$ cat src/rtl/freqmeter_pkg.sv
// ============================================================================
// Module   : freqmeter_pkg
// Brief    : Register map, bit positions and FSM encoding for wb_freqmeter.
// Revision : 1.0 - initial release
// ============================================================================
`default_nettype none

package freqmeter_pkg;

    // Register word indices (byte address bits [3:2])
    localparam logic [1:0] C_REG_CTRL   = 2'd0;
    localparam logic [1:0] C_REG_GATE   = 2'd1;
    localparam logic [1:0] C_REG_RESULT = 2'd2;
    localparam logic [1:0] C_REG_STATUS = 2'd3;

    localparam int C_CTRL_EN     = 0;
    localparam int C_CTRL_IRQ_EN = 1;
    localparam int C_CTRL_SINGLE = 2;

    localparam int C_STAT_VALID   = 0;
    localparam int C_STAT_SAT     = 1;
    localparam int C_STAT_OVERRUN = 2;

    localparam logic [0:0] C_ST_IDLE = 1'b0;
    localparam logic [0:0] C_ST_MEAS = 1'b1;

    localparam logic [31:0] C_GATE_MIN = 32'd2;

    function automatic logic [31:0] clamp_gate(input logic [31:0] value);
        return (value < C_GATE_MIN) ? C_GATE_MIN : value;
    endfunction

endpackage

`default_nettype wire

$ cat src/rtl/wb_freqmeter_sync_edge.sv
// ============================================================================
// Module   : sync_edge
// Brief    : 2-FF synchronizer plus one-cycle rising-edge pulse generator.
// Revision : 1.0 - initial release
// ============================================================================
`default_nettype none

module sync_edge (
    input  logic clk,
    input  logic rst,
    input  logic i_async,
    output logic o_edge
);

    logic sync1_q;
    logic sync2_q;
    logic prev_q;

    always_ff @(posedge clk or posedge rst) begin
        if (rst) begin
            sync1_q <= 1'b0;
            sync2_q <= 1'b0;
            prev_q  <= 1'b0;
        end else begin
            sync1_q <= i_async;
            sync2_q <= sync1_q;
            prev_q  <= sync2_q;
        end
    end

    assign o_edge = sync2_q & ~prev_q;

endmodule

`default_nettype wire

$ cat src/rtl/wb_freqmeter.sv
// ============================================================================
// Module   : wb_freqmeter
// Brief    : Wishbone slave counting osc_i rising edges over a gate window.
// Revision : 1.0 - initial release
// ============================================================================
`default_nettype none

module wb_freqmeter
    import freqmeter_pkg::*;
#(
    parameter int clk_freq  = 50_000_000,
    parameter int cnt_width = 32
) (
    input  logic        clk,
    input  logic        reset,
    input  logic [31:0] wb_adr_i,
    input  logic [31:0] wb_dat_i,
    output logic [31:0] wb_dat_o,
    input  logic        wb_stb_i,
    input  logic        wb_cyc_i,
    input  logic        wb_we_i,
    input  logic [3:0]  wb_sel_i,
    output logic        wb_ack_o,
    input  logic        osc_i,
    output logic        intr
);

    localparam logic [31:0]          C_GATE_RST = 32'(clk_freq / 1000);
    localparam logic [cnt_width-1:0] C_CNT_ONE  = {{(cnt_width-1){1'b0}}, 1'b1};

    logic                 ack_q, ack_d;
    logic [31:0]          dat_q, dat_d;
    logic                 en_q, en_d, irq_en_q, irq_en_d, single_q, single_d;
    logic [31:0]          gate_q, gate_d, gate_snap_q, gate_snap_d;
    logic [31:0]          gate_cnt_q, gate_cnt_d;
    logic [cnt_width-1:0] edge_cnt_q, edge_cnt_d, result_q, result_d;
    logic                 sat_flag_q, sat_flag_d;
    logic                 valid_q, valid_d, sat_q, sat_d, overrun_q, overrun_d;
    logic [0:0]           state_q, state_d;

    logic                 w_edge, w_acc, w_wr, w_last, w_sat_next;
    logic [1:0]           w_idx;
    logic [31:0]          w_rdata;
    logic [cnt_width-1:0] w_cnt_next;
    logic                 w_unused;

    // Full-word access only: byte lanes and address bits outside [3:2] are don't-care
    assign w_unused = ^{wb_sel_i, wb_adr_i[31:4], wb_adr_i[1:0]};

    sync_edge u_sync_edge (
        .clk     (clk),
        .rst     (reset),
        .i_async (osc_i),
        .o_edge  (w_edge)
    );

    assign w_acc = wb_stb_i & wb_cyc_i & ~ack_q;
    assign w_wr  = w_acc & wb_we_i;
    assign w_idx = wb_adr_i[3:2];

    assign w_last     = (gate_cnt_q == gate_snap_q - 32'd1);
    assign w_cnt_next = (w_edge && !(&edge_cnt_q)) ? edge_cnt_q + C_CNT_ONE : edge_cnt_q;
    assign w_sat_next = sat_flag_q | (w_edge & (&edge_cnt_q));

    always_comb begin
        w_rdata = '0;
        case (w_idx)
            C_REG_CTRL: begin
                w_rdata[C_CTRL_EN]     = en_q;
                w_rdata[C_CTRL_IRQ_EN] = irq_en_q;
                w_rdata[C_CTRL_SINGLE] = single_q;
            end
            C_REG_GATE:   w_rdata = gate_q;
            C_REG_RESULT: w_rdata = 32'(result_q);
            default: begin
                w_rdata[C_STAT_VALID]   = valid_q;
                w_rdata[C_STAT_SAT]     = sat_q;
                w_rdata[C_STAT_OVERRUN] = overrun_q;
            end
        endcase
    end

    always_comb begin
        ack_d       = w_acc;
        dat_d       = w_acc ? w_rdata : dat_q;
        en_d        = en_q;
        irq_en_d    = irq_en_q;
        single_d    = single_q;
        gate_d      = gate_q;
        gate_snap_d = gate_snap_q;
        gate_cnt_d  = gate_cnt_q;
        edge_cnt_d  = edge_cnt_q;
        sat_flag_d  = sat_flag_q;
        result_d    = result_q;
        valid_d     = valid_q;
        sat_d       = sat_q;
        overrun_d   = overrun_q;
        state_d     = state_q;

        if (w_wr) begin
            case (w_idx)
                C_REG_CTRL: begin
                    en_d     = wb_dat_i[C_CTRL_EN];
                    irq_en_d = wb_dat_i[C_CTRL_IRQ_EN];
                    single_d = wb_dat_i[C_CTRL_SINGLE];
                end
                C_REG_GATE: gate_d = clamp_gate(wb_dat_i);
                C_REG_STATUS: begin
                    valid_d   = valid_q   & ~wb_dat_i[C_STAT_VALID];
                    sat_d     = sat_q     & ~wb_dat_i[C_STAT_SAT];
                    overrun_d = overrun_q & ~wb_dat_i[C_STAT_OVERRUN];
                end
                default: ;
            endcase
        end

        // Hardware updates come after the bus write so a latch beats a W1C
        if (state_q == C_ST_IDLE) begin
            gate_cnt_d = '0;
            edge_cnt_d = '0;
            sat_flag_d = 1'b0;
            if (en_d) begin
                state_d     = C_ST_MEAS;
                gate_snap_d = gate_d;
            end
        end else if (!en_q) begin
            state_d    = C_ST_IDLE;
            gate_cnt_d = '0;
            edge_cnt_d = '0;
            sat_flag_d = 1'b0;
        end else if (w_last) begin
            result_d    = w_cnt_next;
            sat_d       = w_sat_next;
            overrun_d   = overrun_d | valid_q;
            valid_d     = 1'b1;
            gate_cnt_d  = '0;
            edge_cnt_d  = '0;
            sat_flag_d  = 1'b0;
            gate_snap_d = gate_d;
            if (single_q) begin
                en_d    = 1'b0;
                state_d = C_ST_IDLE;
            end
        end else begin
            gate_cnt_d = gate_cnt_q + 32'd1;
            edge_cnt_d = w_cnt_next;
            sat_flag_d = w_sat_next;
        end
    end

    always_ff @(posedge clk or posedge reset) begin
        if (reset) begin
            ack_q       <= 1'b0;
            dat_q       <= '0;
            en_q        <= 1'b0;
            irq_en_q    <= 1'b0;
            single_q    <= 1'b0;
            gate_q      <= C_GATE_RST;
            gate_snap_q <= C_GATE_RST;
            gate_cnt_q  <= '0;
            edge_cnt_q  <= '0;
            sat_flag_q  <= 1'b0;
            result_q    <= '0;
            valid_q     <= 1'b0;
            sat_q       <= 1'b0;
            overrun_q   <= 1'b0;
            state_q     <= C_ST_IDLE;
        end else begin
            ack_q       <= ack_d;
            dat_q       <= dat_d;
            en_q        <= en_d;
            irq_en_q    <= irq_en_d;
            single_q    <= single_d;
            gate_q      <= gate_d;
            gate_snap_q <= gate_snap_d;
            gate_cnt_q  <= gate_cnt_d;
            edge_cnt_q  <= edge_cnt_d;
            sat_flag_q  <= sat_flag_d;
            result_q    <= result_d;
            valid_q     <= valid_d;
            sat_q       <= sat_d;
            overrun_q   <= overrun_d;
            state_q     <= state_d;
        end
    end

    assign wb_ack_o = ack_q;
    assign wb_dat_o = dat_q;
    assign intr     = valid_q & irq_en_q;

endmodule

`default_nettype wire
$ cat config.mk
export PLATFORM = sky130hd
export DESIGN_NAME = wb_freqmeter
export DESIGN_NICKNAME = d
export VERILOG_FILES = /design/src/rtl/freqmeter_pkg.sv /design/src/rtl/wb_freqmeter_sync_edge.sv /design/src/rtl/wb_freqmeter.sv
export SDC_FILE = /design/constraint.sdc
export NUM_CORES = 1
export LEC_CHECK = 0
export BUFFER_PORTS_ARGS = -buffer_cell sky130_fd_sc_hd__buf_2
export CORE_ASPECT_RATIO = 0.5
export CORE_MARGIN = 8
export CORE_UTILIZATION = 53
export DETAILED_ROUTE_END_ITERATION = 16
export PLACE_DENSITY = 0.8
export SLEW_MARGIN = 5
export SYNTH_ARGS = -nofsm -noshare
export SYNTH_HDL_FRONTEND = slang
export SYNTH_SLANG_ARGS = --single-unit
$ cat constraint.sdc
create_clock -name clk -period 6.5 [get_ports clk]
set_input_delay 0.65 -clock clk [delete_from_list [all_inputs] [get_ports clk]]
set_output_delay 0.65 -clock clk [all_outputs]
set_load 0.005 [all_outputs]
=== Word level (Yosys, flattened, before mapping) ===
Index checks and enable logic that the tools add are counted.

* Logic and storage cells: 97
* Input port bits: 74
* Register bits: 204
* Output and inout bits: 34

* Mux-type cells: 45
* Bitwise gates (word level): 16
* Equal/unequal tests: 6
* Magnitude comparators: 1
* Add/sub/neg operators: 3
* Reduce and logical (&&, ||, !) cells: 8

{| class="wikitable"
|+ Operators with widths
! operator !! count
|-
| 2-to-1 mux 32 bit || 14
|-
| adder 32 x 1 -> 32 bit (second input constant) || 2
|-
| one-hot mux 29 bit (2 select lines) || 1
|-
| == test 32 bit || 1
|-
| less-than comparator 32 x 2 -> 1 bit (second input constant) || 1
|-
| AND reduction 32 bit || 1
|-
| subtractor 32 x 1 -> 32 bit (second input constant) || 1
|-
| 2-to-1 mux 1 bit || 29
|-
| bitwise AND 1 bit || 9
|-
| one-hot mux 3 bit (3 select lines) || 1
|-
| AND reduction 3 bit || 2
|-
| NOT 1 bit || 5
|-
| == test 2 bit (second input constant) || 2
|-
| == test 2 x 1 -> 1 bit (second input constant) || 1
|-
| logical NOT 2 bit || 1
|-
| != test 2 x 1 -> 1 bit (second input constant) || 1
|-
| != test 2 bit (second input constant) || 1
|-
| OR 1 bit || 2
|-
| AND reduction 2 bit || 1
|-
| nonzero test 2 bit || 1
|-
| logical AND 1 bit || 1
|-
| logical NOT 1 bit || 1
|}

=== Logic depth before layout (Yosys ltp) ===
* Depth in word-level cells: 8
* Mapped depth: 13
* Mapped depth without buffers: 10

=== Hierarchy ===
From an unflattened synthesis, not the netlist that was laid out.

* Cells, all modules: 1002
* Area total of the unflattened synthesis: 10054.6 um2

{| class="wikitable"
|+ Modules (own cells, without submodules)
! module !! cells an instance !! instances !! area each (um2) !! sequential area each (um2)
|-
| wb_freqmeter || 997 || 1 || 9962.1 || 5044.8
|-
| sync_edge || 5 || 1 || 92.6 || 75.1
|}

=== Worst setup path before layout ===
OpenSTA, ideal clock, no wires.

* Path type: flip-flop to flip-flop
* Start point: register gate_snap_q[17]
* End point: register gate_snap_q[10]
* Buffers on the path: 1
* Arrival: 3060 ps
* Cell stages (with the launch flop): 10
* Setup time: 125 ps
* Data required time: 6375 ps
* Clock period less this slack: 3185 ps
* Slack: 3315 ps
* Path through: dfrtp_1 or4_1 or4_4 or4_1 a31o_1 o21ai_2 nand3_1 o22ai_2 buf_4 mux2_2

* Longest elaborated chain between the ends: 4

{| class="wikitable"
|+ RTL lines
! what !! RTL line !! RTL
|-
| from (decl) || wb_freqmeter.sv:34 || <nowiki>logic [31:0] gate_q, gate_d, gate_snap_q, gate_snap_d;</nowiki>
|-
| from (signal assigned) || wb_freqmeter.sv:175 || <nowiki>gate_snap_q <= gate_snap_d;</nowiki>
|-
| subtractor 32 x 1 -> 32 bit || wb_freqmeter.sv:61 || <nowiki>assign w_last = (gate_cnt_q == gate_snap_q - 32'd1);</nowiki>
|-
| == test 32 bit || wb_freqmeter.sv:61 ||
|-
| != test 2 x 1 -> 1 bit (no source line) || - ||
|-
| AND reduction 3 bit (no source line) || - ||
|}

Every way passes these cells.
A chain may end at the register's enable or synchronous reset.

=== Worst setup path after layout ===
* Start point: register gate_snap_q[10]
* End point: register result_q[30]

* Longest elaborated chain between the ends: 3

{| class="wikitable"
|+ RTL lines
! what !! RTL line !! RTL
|-
| subtractor 32 x 1 -> 32 bit || wb_freqmeter.sv:61 ||
|-
| == test 32 bit || wb_freqmeter.sv:61 ||
|-
| AND reduction 3 bit (no source line) || - ||
|-
| to (signal assigned) || wb_freqmeter.sv:179 || <nowiki>result_q <= result_d;</nowiki>
|-
| to (decl) || wb_freqmeter.sv:36 || <nowiki>logic [cnt_width-1:0] edge_cnt_q, edge_cnt_d, result_q, result_d;</nowiki>
|}

Every way passes these cells.

==> impl_metrics.yaml <==
clock_tree:
  clock_tree.buffer_depth: 3
  cts_htree_levels: 1
  cts_tree: "yes"
  clock_latency_on_the_worst_skew_pair_ps: 510
  cts_resized: 0
  post_cts_hold_buffer_count: 0
  cts.clk_slew.worst_paths_ps: 60
  numClockSinks: 204
  clk_root_buffer_cell: "clkbuf_16"
  tritoncts.num_buffers: 20
  cts_post_setup_buffers_inserted: 0
placement:
  dp_worst_setup_slack_ps: 2440
  buffer_ports.inserted: 73
  gpl.final_weighted_congestion: 0.894
  detailedPlacementHpwl_um: 17600
sta:
  period_share_pct: 65.4
  timing.slew.headroom_pct: 17.5
  timing.final.max_slew_violations: 0
  worst_slack_ps: 2250
  rsz0062_at_grt: "no"
  fin_worst_skew_ps: 17.2
  finalSetupTns_ps: 0
  tightestPinTransition_ps: 1240
  min_period_ps: 4250
  hold-worst-slack_ps: 251
  timing.fmax_mhz: 235
  final-hold-violation-count: 0
  report.final.setup_viol: 0
synth:
  synthesis_warnings: 0
  netlist.area_leader.share_pct: 47.5
  synth_top_cell_by_area: "dfrtp_1"
  synth-edff-count: 0
  portion_of_the_post_synthesis_area_used_by_sequential_elements_pct: 50.6
  async_s_r_ff_share_synth_pct: 100
  postSynthCellCount: 1027
  synth_area_leaders: "dfrtp_1 48%, xor2_1 5.1%, nand2_1 4.7%, nor2_1 4.6%, dfstp_2 3.1%"
  synth_cell_types: 65
  syn_nets: 1109
  number_of_register_bits_inferred_by_synthesis: 204
  ys.flop_type: "dfrtp_1"
  netlist_area_before_placement_um2: 10100
  avgSynthCellArea_um2: 9.85
die:
  initial_core_util_pct: 54.5
  chipWidth_um: 211
  boundary_pins: 108
  floorplan.rows: 35
  dieArea_um2: 24000
  dieHeight_um: 114
  fp.coreArea_um2: 18600
setup_path:
  reg2reg_to: "result_q[30]$_DFFE_PP0P_"
  worstRegToRegCells: 9
  path_cells: "nor4_1 -> nand4_1 -> o31a_1 -> a211oi_1 -> o21ai_2 -> nand4_2 -> buf_4 -> or2_1 -> o21ai_0"
  r2r_setup_slack_ps: 2250
  path_max_fanout: 36
  worstPathRequired_ps: 6830
  slowest_stage: "or2_1"
  critical_path.max_stage_delay_ps: 950
  setup.worst_path.start_class: "flop"
  timing_worst_setup_path_type: "reg2reg"
  rr_startpoint: "gate_snap_q[10]$_DFFE_PP0P_"
  sort_of_element_at_the_end_of_the_critical_path: "flop"
  setup.worst_path.start: "gate_snap_q[10]$_DFFE_PP0P_"
  cp_data_arrival_time_ps: 4580
power_and_ir_drop:
  fraction_of_power_consumed_by_combinational_cells_pct: 23.4
  sw_frac_of_total_pct: 33.0
  pwr_density_cell_nw_per_um2: 339
  ir_drop_mv: 0.216
  share_clk_of_total_power_pct: 31.7
  internal_power_mw: 2.57
  design_power_total_mw: 3.83
  p_leak_nw: 4.97
  p_sw_mw: 1.26
  pwr-share-seq_pct: 45.0
drt:
  wl_per_cell_um: 19.1
  dr_total_vias: 8103
  detail_routed_via_count_per_cell: 6.04
  route.antenna.remaining_nets: 0
  detailedRoute.firstPassIterationCount: 5
  routed_wl_um: 25700
  initialDrtViolationCount: 803
  drc_errors: 0
grt:
  grt_max_degree: 138
  antenna_found_initial: 0
  grt_total_ovfl: 0
  grt_pass1_wl_um: 42000
  vias_in_the_first_global_route: 8031
  grt_use_total_pct: 21.1
job:
  max-cap-violations: 0
worst_hold_path:
  worst_hold_path.num_cells: 1
  holdCritStartpoint: "osc_i"
  min_delay_worst_endpoint: "u_sync_edge.sync1_q$_DFF_PP0_"
  hold_removal_path_class: "in2reg"
final_layout:
  areaGrowthSynthToFinish_pct: 11.5
  fin_util_pct: 60.7
  ant_diodes: 0
  final_layout_size_suffix_gt1_share_pct: 14.9
  nets: 1152
outcome:
  outcome: "finished, final reports clean"
[power groups by stage]
stage / clock network, mW / registers [mW] / logic, mW
2_1_floorplan: 0 / 1.61 / 0.729
3_3_place_gp: 0 / 1.71 / 0.853
3_5_place_dp: 0 / 1.72 / 0.882
4_1_cts: 1.22 / 1.71 / 0.892
5_1_grt: 1.27 / 1.74 / 0.986
6_report: 1.21 / 1.72 / 0.894
[critical path: cells and delay by family, from the launching register on]
family                 cells  cell delay [ps]
AND/OR/NAND/NOR            4             2100
AO/OA/AOI/OAI              4             1150
flip-flops                 1              460
buffers and inverters      1              330
[per-stage QoR]
step | cell area (um^2) | std cells
floorplan | 10100 | 1027
finish | 11300 | 1342
detailed placement | 10600 | 1307
global route | 11300 | 1342
CTS | 11300 | 1342
global placement | 10600 | 1307
[metal layers]
layer  GRT usage (%)  vias to the layer above  share of wire, %
met4            5.16                        0               2.1
met3            3.64                       43               6.6
met1            29.0                     4061                44
met5               0                        -                 0
li1                -                     3728                 -
met2            34.7                      271                48
[logic make-up (layout without fill, tap and decap cells)]
family / Yosys count / in the layout / synth area share, %
AOI/OAI and AO/OA: 185 / 185 / 12.4
xor gates and xnor gates: 95 / 95 / 8.23
adders and majority gates: 8 / 8 / 0.990
buffers and inverters: 75 / 131 / 3.40
DFF: 204 / 204 / 50.6
muxes: 37 / 37 / 4.08
and+or+nand+nor: 423 / 423 / 20.3
[worst max-delay path by stage]
stage | end | slack [ps] | depth (start not counted)
after floorplan | edge_cnt_q[0]$_DFF_PP0_ | 300 | 1
after global placement | result_q[29]$_DFFE_PP0P_ | 2500 | 9
after detailed placement | result_q[30]$_DFFE_PP0P_ | 2440 | 9
after CTS | result_q[30]$_DFFE_PP0P_ | 2300 | 9
after global routing | result_q[30]$_DFFE_PP0P_ | 1940 | 9
final | result_q[30]$_DFFE_PP0P_ | 2250 | 9
[area by class of cell]
class | instances | area, um^2
clock buffers | 29 | 594
clock inverters | 6 | 95.1
fillers | 1482 | 7290
inverters | 14 | 60.1
multi-input cells | 748 | 4650
flip-flops and latches | 204 | 5120
well taps | 259 | 324
repair buffers | 82 | 433
[cells in the mapped netlist, types with 8 or more instances]
library cell  count
and3_1           19
mux2_1            9
nor3_1           15
buf_4             8
nand3_1          35
inv_1            14
a21oi_1          10
nor4_1           20
ha_1              8
o21ai_1          29
xor2_1           59
nand4_1          28
a22oi_1          30
and4_1           13
nand2_1         126
a22o_1           31
dfrtp_1         192
xnor2_1          36
clkbuf_1         44
mux2_2           25
or4_1             8
nor2_1          124
o21ai_0          45
dfstp_2          12
[sequential cells by signal, summed over array words and instances (netlist names), 32 cells and up]
name	flops
gate_q	32
gate_snap_q	32
edge_cnt_q	32
wb_dat_o	32
gate_cnt_q	32
result_q	32
[layout by cell type, fill, tap and decap left out, types with 15 or more instances in the layout]
| cell | count |
|---|---|
| nor3_1 | 15 |
| clkbuf_16 | 20 |
| o21ai_1 | 29 |
| nor4_1 | 20 |
| o21ai_0 | 45 |
| xor2_1 | 59 |
| nor2_1 | 124 |
| mux2_2 | 25 |
| nand2_1 | 126 |
| and3_1 | 19 |
| a22oi_1 | 30 |
| dfrtp_1 | 192 |
| a22o_1 | 31 |
| nand4_1 | 28 |
| nand3_1 | 35 |
| xnor2_1 | 36 |
| buf_2 | 73 |
(Power assumes the default switching activity.)
